### config.mk
export PLATFORM = sky130hd
export DESIGN_NAME = dff_bank_arbiter
export DESIGN_NICKNAME = d
export VERILOG_FILES = /design/src/rtl/dff_bank_arbiter.sv
export SDC_FILE = /design/constraint.sdc
export NUM_CORES = 1
export LEC_CHECK = 0
export ABC_CLOCK_PERIOD_IN_PS = 1900
export CORE_UTILIZATION = 38
export DETAILED_ROUTE_END_ITERATION = 12
export PLACE_DENSITY = 0.78
export RECOVER_POWER = 50
export SYNTH_ARGS = -nofsm -noshare
export SYNTH_HDL_FRONTEND = slang
export SYNTH_SLANG_ARGS = --single-unit
export TNS_END_PERCENT = 1
### constraint.sdc
create_clock -name Clk -period 1.9 [get_ports Clk]
set_clock_uncertainty 0.05 [all_clocks]
set_input_delay 0.475 -clock Clk [delete_from_list [all_inputs] [get_ports Clk]]
set_output_delay 0.475 -clock Clk [all_outputs]
set_load 0.02 [all_outputs]
### src/rtl/dff_bank_arbiter.sv
// Round-robin arbiter/sequencer that loads one shared WIDTH-bit register from NREQ requesters.
// Optional forced release of a stuck winner is enabled by defining ARB_TIMEOUT_EN.
module dff_bank_arbiter #(
    parameter int NREQ    = 4,
    parameter int WIDTH   = 8,
    parameter int TIMEOUT = 16,
    localparam int IDW    = (NREQ > 1) ? $clog2(NREQ) : 1
) (
    input  logic                    Clk,
    input  logic                    Reset,
    input  logic [NREQ-1:0]         Req,
    input  logic [NREQ*WIDTH-1:0]   D,
    output logic [NREQ-1:0]         Grant,
    output logic [WIDTH-1:0]        Q,
    output logic                    Wr_Done,
    output logic [IDW-1:0]          Last_Id,
    output logic                    Busy,
    output logic                    Timeout
);

    typedef enum logic [1:0] {
        IDLE     = 2'd0,
        LOAD     = 2'd1,
        WAIT_REL = 2'd2
    } state_t;

    state_t             r_state;
    logic [NREQ-1:0]    r_grant;
    logic [WIDTH-1:0]   r_q;
    logic               r_wr_done;
    logic [IDW-1:0]     r_last_id;
    logic               r_busy;

    logic               w_found;
    logic [IDW-1:0]     w_winner;
    logic [NREQ-1:0]    w_onehot;
    logic [WIDTH-1:0]   w_slice;
    logic               w_req_w;

    // Scan from the farthest offset down so the nearest requester after Last_Id wins.
    // NOTE: every variable written in always_comb gets a default first, so no latch is inferred.
    always_comb begin
        w_found  = 1'b0;
        w_winner = r_last_id;
        for (int k = NREQ; k >= 1; k--) begin
            if (Req[(int'(r_last_id) + k) % NREQ]) begin
                w_found  = 1'b1;
                w_winner = IDW'((int'(r_last_id) + k) % NREQ);
            end
        end
    end

    assign w_onehot = NREQ'(1) << w_winner;

    // Last_Id holds the current winner from LOAD onward.
    assign w_slice = D[int'(r_last_id)*WIDTH +: WIDTH];
    assign w_req_w = Req[r_last_id];

`ifdef ARB_TIMEOUT_EN
    localparam int CNT_W = (TIMEOUT > 1) ? $clog2(TIMEOUT + 1) : 1;

    logic [CNT_W-1:0]   r_cnt;
    logic               r_timeout;
`endif

    // NOTE: sequential state uses non-blocking assignments so every register samples pre-edge values.
    always_ff @(posedge Clk or posedge Reset) begin
        if (Reset) begin
            r_state   <= IDLE;
            r_grant   <= '0;
            r_q       <= '0;
            r_wr_done <= 1'b0;
            r_last_id <= IDW'(NREQ - 1);
            r_busy    <= 1'b0;
`ifdef ARB_TIMEOUT_EN
            r_cnt     <= '0;
            r_timeout <= 1'b0;
`endif
        end else begin
            r_wr_done <= 1'b0;
            case (r_state)
                IDLE: begin
                    if (w_found) begin
                        r_grant   <= w_onehot;
                        r_last_id <= w_winner;
                        r_busy    <= 1'b1;
                        r_state   <= LOAD;
                    end
                end
                LOAD: begin
                    // The load happens even if the winner already dropped Req.
                    r_q       <= w_slice;
                    r_wr_done <= 1'b1;
                    r_state   <= WAIT_REL;
`ifdef ARB_TIMEOUT_EN
                    r_cnt     <= '0;
`endif
                end
                WAIT_REL: begin
                    if (!w_req_w) begin
                        r_grant <= '0;
                        r_busy  <= 1'b0;
                        r_state <= IDLE;
`ifdef ARB_TIMEOUT_EN
                    end else if (r_cnt == CNT_W'(TIMEOUT - 1)) begin
                        r_grant   <= '0;
                        r_busy    <= 1'b0;
                        r_timeout <= 1'b1;
                        r_state   <= IDLE;
                    end else begin
                        r_cnt <= r_cnt + CNT_W'(1);
`endif
                    end
                end
                default: begin
                    r_grant <= '0;
                    r_busy  <= 1'b0;
                    r_state <= IDLE;
                end
            endcase
        end
    end

    assign Grant   = r_grant;
    assign Q       = r_q;
    assign Wr_Done = r_wr_done;
    assign Last_Id = r_last_id;
    assign Busy    = r_busy;
`ifdef ARB_TIMEOUT_EN
    assign Timeout = r_timeout;
`else
    assign Timeout = 1'b0;
`endif

endmodule

==> out/metrics.yaml <==
core_area_um2: 2520
vias: 898
grt_pass1_vias: 868
worst-r2r-cell-count: 5
drt_iter0_drc: 12
h-tree-depth: 1
timing.final.max_slew_violations: 0
dr.pass1.iters: 4
layout_setup_ws_ns: 0.0820
highest_layer: "met4"
portBuffers: 53
cts_inserted_buffers: 3
required_ns: 1.37
wl_per_cell_um: 14.8
cp_max_fo: 2
min_period_over_period_pct: 95.7
fmax_mhz: 550
hold_viol: 0
rsz0062_at_grt: "no"
avgSynthCellArea_um2: 13.2
ir_drop_mv: 0.884
critical_path.top_delay_family: "buffers and inverters"
synth_top_area_share_pct: 39.0
final_area_um2: 1620
fp.dieW_um: 54.0
cts_setup_buffers: 0
wl_um: 2470
cts_tree: "yes"
grt_max_degree: 15
die_area_um2: 2910
ys_types: 29
io_pins: 55
min_path_cells: 1
crit_slowest_cell: "clkdlybuf4s50_1"
grt-ovfl-total: 0
async_flop_share_pct: 100
setup_violations: 0
yosysMostFrequentCell: "dfrtp_1"
tightest_slew_ns: 0.564
cap_violations: 0
place.detailed.hpwl_um: 1960
r2r_slack_ns: 0.09
grt_first_pass_wirelength_um: 3700
start_kind: "flop"
viasPerCell: 5.38
fin_util_pct: 64.1
drive_above_1_share_pct: 16.8
synth_edf_count: 0
stdcell_count: 167
die_h_um: 54.0
synth_common_cells: "16 x dfrtp_1, 7 x mux2_4, 7 x mux4_2"
power_leakage_uw: 0.000680
route.met3.wl_um: 294
arrival_ns: 1.29
syn_area_um2: 1030
clockBufferDepth: 2
diodes: 0
drtAntennaViolNets: 0
path_class: "flop to output port"
post-route-min-period_ns: 1.82
r2r_end: "Grant[3]$_DFFE_PP0P_"
grt_usage_pct: 18.6
gp_congestion: 0.901
synth_nets: 116
outcome: "finished clean"
synth-seq-cells: 18
path_depth: 1
crit_path_end: "Grant[1]"
ys_top_cells_by_area: "dfrtp_1 39%, mux4_2 15%, mux2_4 10%"
max-slew-margin-rel_pct: 62.4
insertion_delay_ns: 0.29
synthToLayoutAreaGrowth_pct: 57.7
initial_core_util_pct: 40.7
pre_cts_ws_ns: -0.0951
startpoint: "Grant[1]$_DFFE_PP0P_"
ys.flop_type: "dfrtp_1"
yosysWarnings: 0
place_inst: 163
synth_top_area_cell: "dfrtp_1"
synth-seq-area-share_pct: 44.1
dpl-instance-area_um2: 1610
p_per_area_nw_per_um2: 1450
cts.sinks: 18
clk_pin_slew_ns: 0.10
netlist_instances: 78
cp_num_buf_inv: 1
cts-root-buf: "clkbuf_4"
antenna_found_initial: 0
placementRows: 18
wl_met2_um: 1130
min_path_type: "flop to flop"
wl_met1_um: 1000
layout.nets: 176
r2r_start: "Last_Id[0]$_DFFE_PP1P_"
end_kind: "output port"
path_cells: "clkdlybuf4s50_1"
drc_errors: 0
max_stage_delay_ns: 0.62
-- routing by layer --
layer / vias up / GRT usage (%)
met4: 0 / 8.77
met3: 5 / 4.52
met5: - / 0
met2: 52 / 33.7
li1: 412 / -
met1: 429 / 19.8
-- repair_timing --
action / in CTS / in global routing
hold buffers: 0 / 0
setup endpoints to repair: 2 / 0
resized for setup: 2 / 0
-- power by group --
group	internal [uW]	switching (uW)	total [uW]	leakage [uW]
logic	797	658	1460	0.000450
clock network	81.8	113	195	0.0000150
registers	580	121	701	0.000215
total	1460	892	2350	0.000680
-- registers in the layout, summed over array words and instances (netlist names) --
register	flops
Q	8
Busy	1
Last_Id	2
Grant	4
r_state	2
Wr_Done	1
-- worst min-delay path by stage --
stage	startpoint	endpoint
CTS	Reset	Grant[1]$_DFFE_PP0P_
detailed placement	Busy$_DFFE_PP0P_	Busy$_DFFE_PP0P_
finish	Q[0]$_DFFE_PP0P_	Q[0]$_DFFE_PP0P_
floorplan	Reset	Busy$_DFFE_PP0P_
global placement	Busy$_DFFE_PP0P_	Busy$_DFFE_PP0P_
global route	Busy$_DFFE_PP0P_	Busy$_DFFE_PP0P_
-- layout make-up --
class,instances,area [um2]
clock buffer,4,26.3
fill,219,905
inverter,3,11.3
multi-input combinational,52,520
sequential,18,453
tap,30,37.5
timing repair buffer,60,569
-- placed cells by master (no fill, tap or decap), drive strengths merged, types with 3 or more instances in the layout --
master / instances
dfrtp: 16
nor2: 3
mux2: 8
inv: 3
a21o: 3
nand2: 6
buf: 4
mux4: 8
clkdlybuf4s50: 49
o21ai: 3
nor2b: 3
clkbuf: 7
-- through the flow --
step	total power, uW	hold slack (ns)	setup TNS, ns
floorplan	1670	0.362	0
global placement	2210	0.417	-0.120
detailed placement	2230	0.426	-0.369
CTS	2430	0.389	0
global route	2490	0.473	0
finish	2350	0.446	0
-- kinds of logic after synthesis --
logic type | after synthesis | synth area share [%]
buffers and inverters | 8 | 4.39
AND/OR/NAND/NOR | 16 | 7.44
multiplexers | 18 | 31.2
flip-flops | 18 | 44.1
AO/OA/AOI/OAI | 17 | 12.4
other | 1 | 0.366
Note: power is estimated with default switching activity, not from simulation.
==> variant (same flow settings) <==
`WIDTH`: 8 -> 12.
--- a/src/rtl/dff_bank_arbiter.sv
+++ b/src/rtl/dff_bank_arbiter.sv
@@ -4,3 +4,3 @@
     parameter int NREQ    = 4,
-    parameter int WIDTH   = 8,
+    parameter int WIDTH   = 12,
     parameter int TIMEOUT = 16,
Interface: changed (resized D and Q); port bits go from 55 to 75. No check against the original RTL was run, so the function may have changed too.
==> variant against the unedited design <==
Synthesized area up 26%. Synthesized cell count up 19%. Design area up 33%. Wire length rose by 44%. Via count increased by 26%. Die area increased by 25%. Sequential cell count grew 4. Register-to-register slack hardly changed. Power increased by 30%. Clock power rose by 83%. Combinational power rose by 26%. Setup slack lost 35 ps. Largest cell class unchanged.
==> variant: results <==
group,metric,value,unit
outcome,status,"complete, no violations",
global_route,grt_pass1_wl,5360,µm
worst_setup_path,endpoint,"Grant[1]",
yosys,synth_commonest_cells,"20 x dfrtp_1, 12 x mux2_2, 7 x mux4_1",
yosys,synth-seq-area-share,42.6,%
worst_setup_path,critPathLaunch,"Req[0]",
yosys,synth.top_cells.by_area,"dfrtp_1 39%, mux4_1 14%, mux2_2 10%",
worst_setup_path,critPathMaxFanout,5,
global_route,grt_pass1_vias,1112,
timing,fin_crit,1850,ps
place,gp_congestion,0.782,
final_layout,fin_nets,231,
power_and_ir_drop,p_int,1930,µW
place,portBuffers,73,
worst_setup_path,timing.rr.end,"Q[5]",
worst_hold_path,holdPathEnd,"Busy",
drt,drt_iter0_markers,27,
timing,worstMarginPinSlew,1130,ps
place,dp_slack,-176,ps
yosys,synth_nets,147,
worst_hold_path,holdCritStartpoint,"Busy",
drt,wl_met1,1400,µm
power_and_ir_drop,clkPwrFrac,11.7,%
drt,via_per_inst,5.15,
drt,wl_per_cell,16.1,µm
final_layout,fillerInstances,257,
place,hpwlAfterDp,2840,µm
place,dpl_cell_area,2130,µm²
power_and_ir_drop,p_leak,0.000882,µW
==> variant: changes by cell type in the layout (fill, tap and decap cells not counted), moves of 4 or more <==
cell             before  now
clkdlybuf4s50_1      49   69
mux2_4                5    0
mux4_1                1    7
nand3_1               1    5
dfrtp_1              16   20
buf_4                 4   10
mux2_2                1   12
o31ai_1               0    4
==> variant: cell type report <==
class	count	area, µm²	area share, %
Multi-Input combinational cell	61	677	31.4
Sequential cell	22	553	25.6
Inverter	3	11.3	0.522
Clock inverter	1	30.0	1.39
Clock buffer	3	22.5	1.04
Timing Repair Buffer	86	808	37.5
Tap cell	44	55.1	2.55
==> variant: through the flow <==
stage,power (µW),std cells
after global routing,3250,220
after detailed placement,2770,216
after global placement,2710,216
final,3050,220
after floorplan,2020,93
after CTS,3110,220
==> variant: logic make-up (layout without fill, tap and decap cells) <==
group	after synthesis	after routing	share of synthesized area, %
buf+inv	10	93	4.73
compound gates	16	16	9.74
other cells	1	1	0.289
simple gates	18	18	6.85
flops	22	22	42.6
mux	26	26	35.8
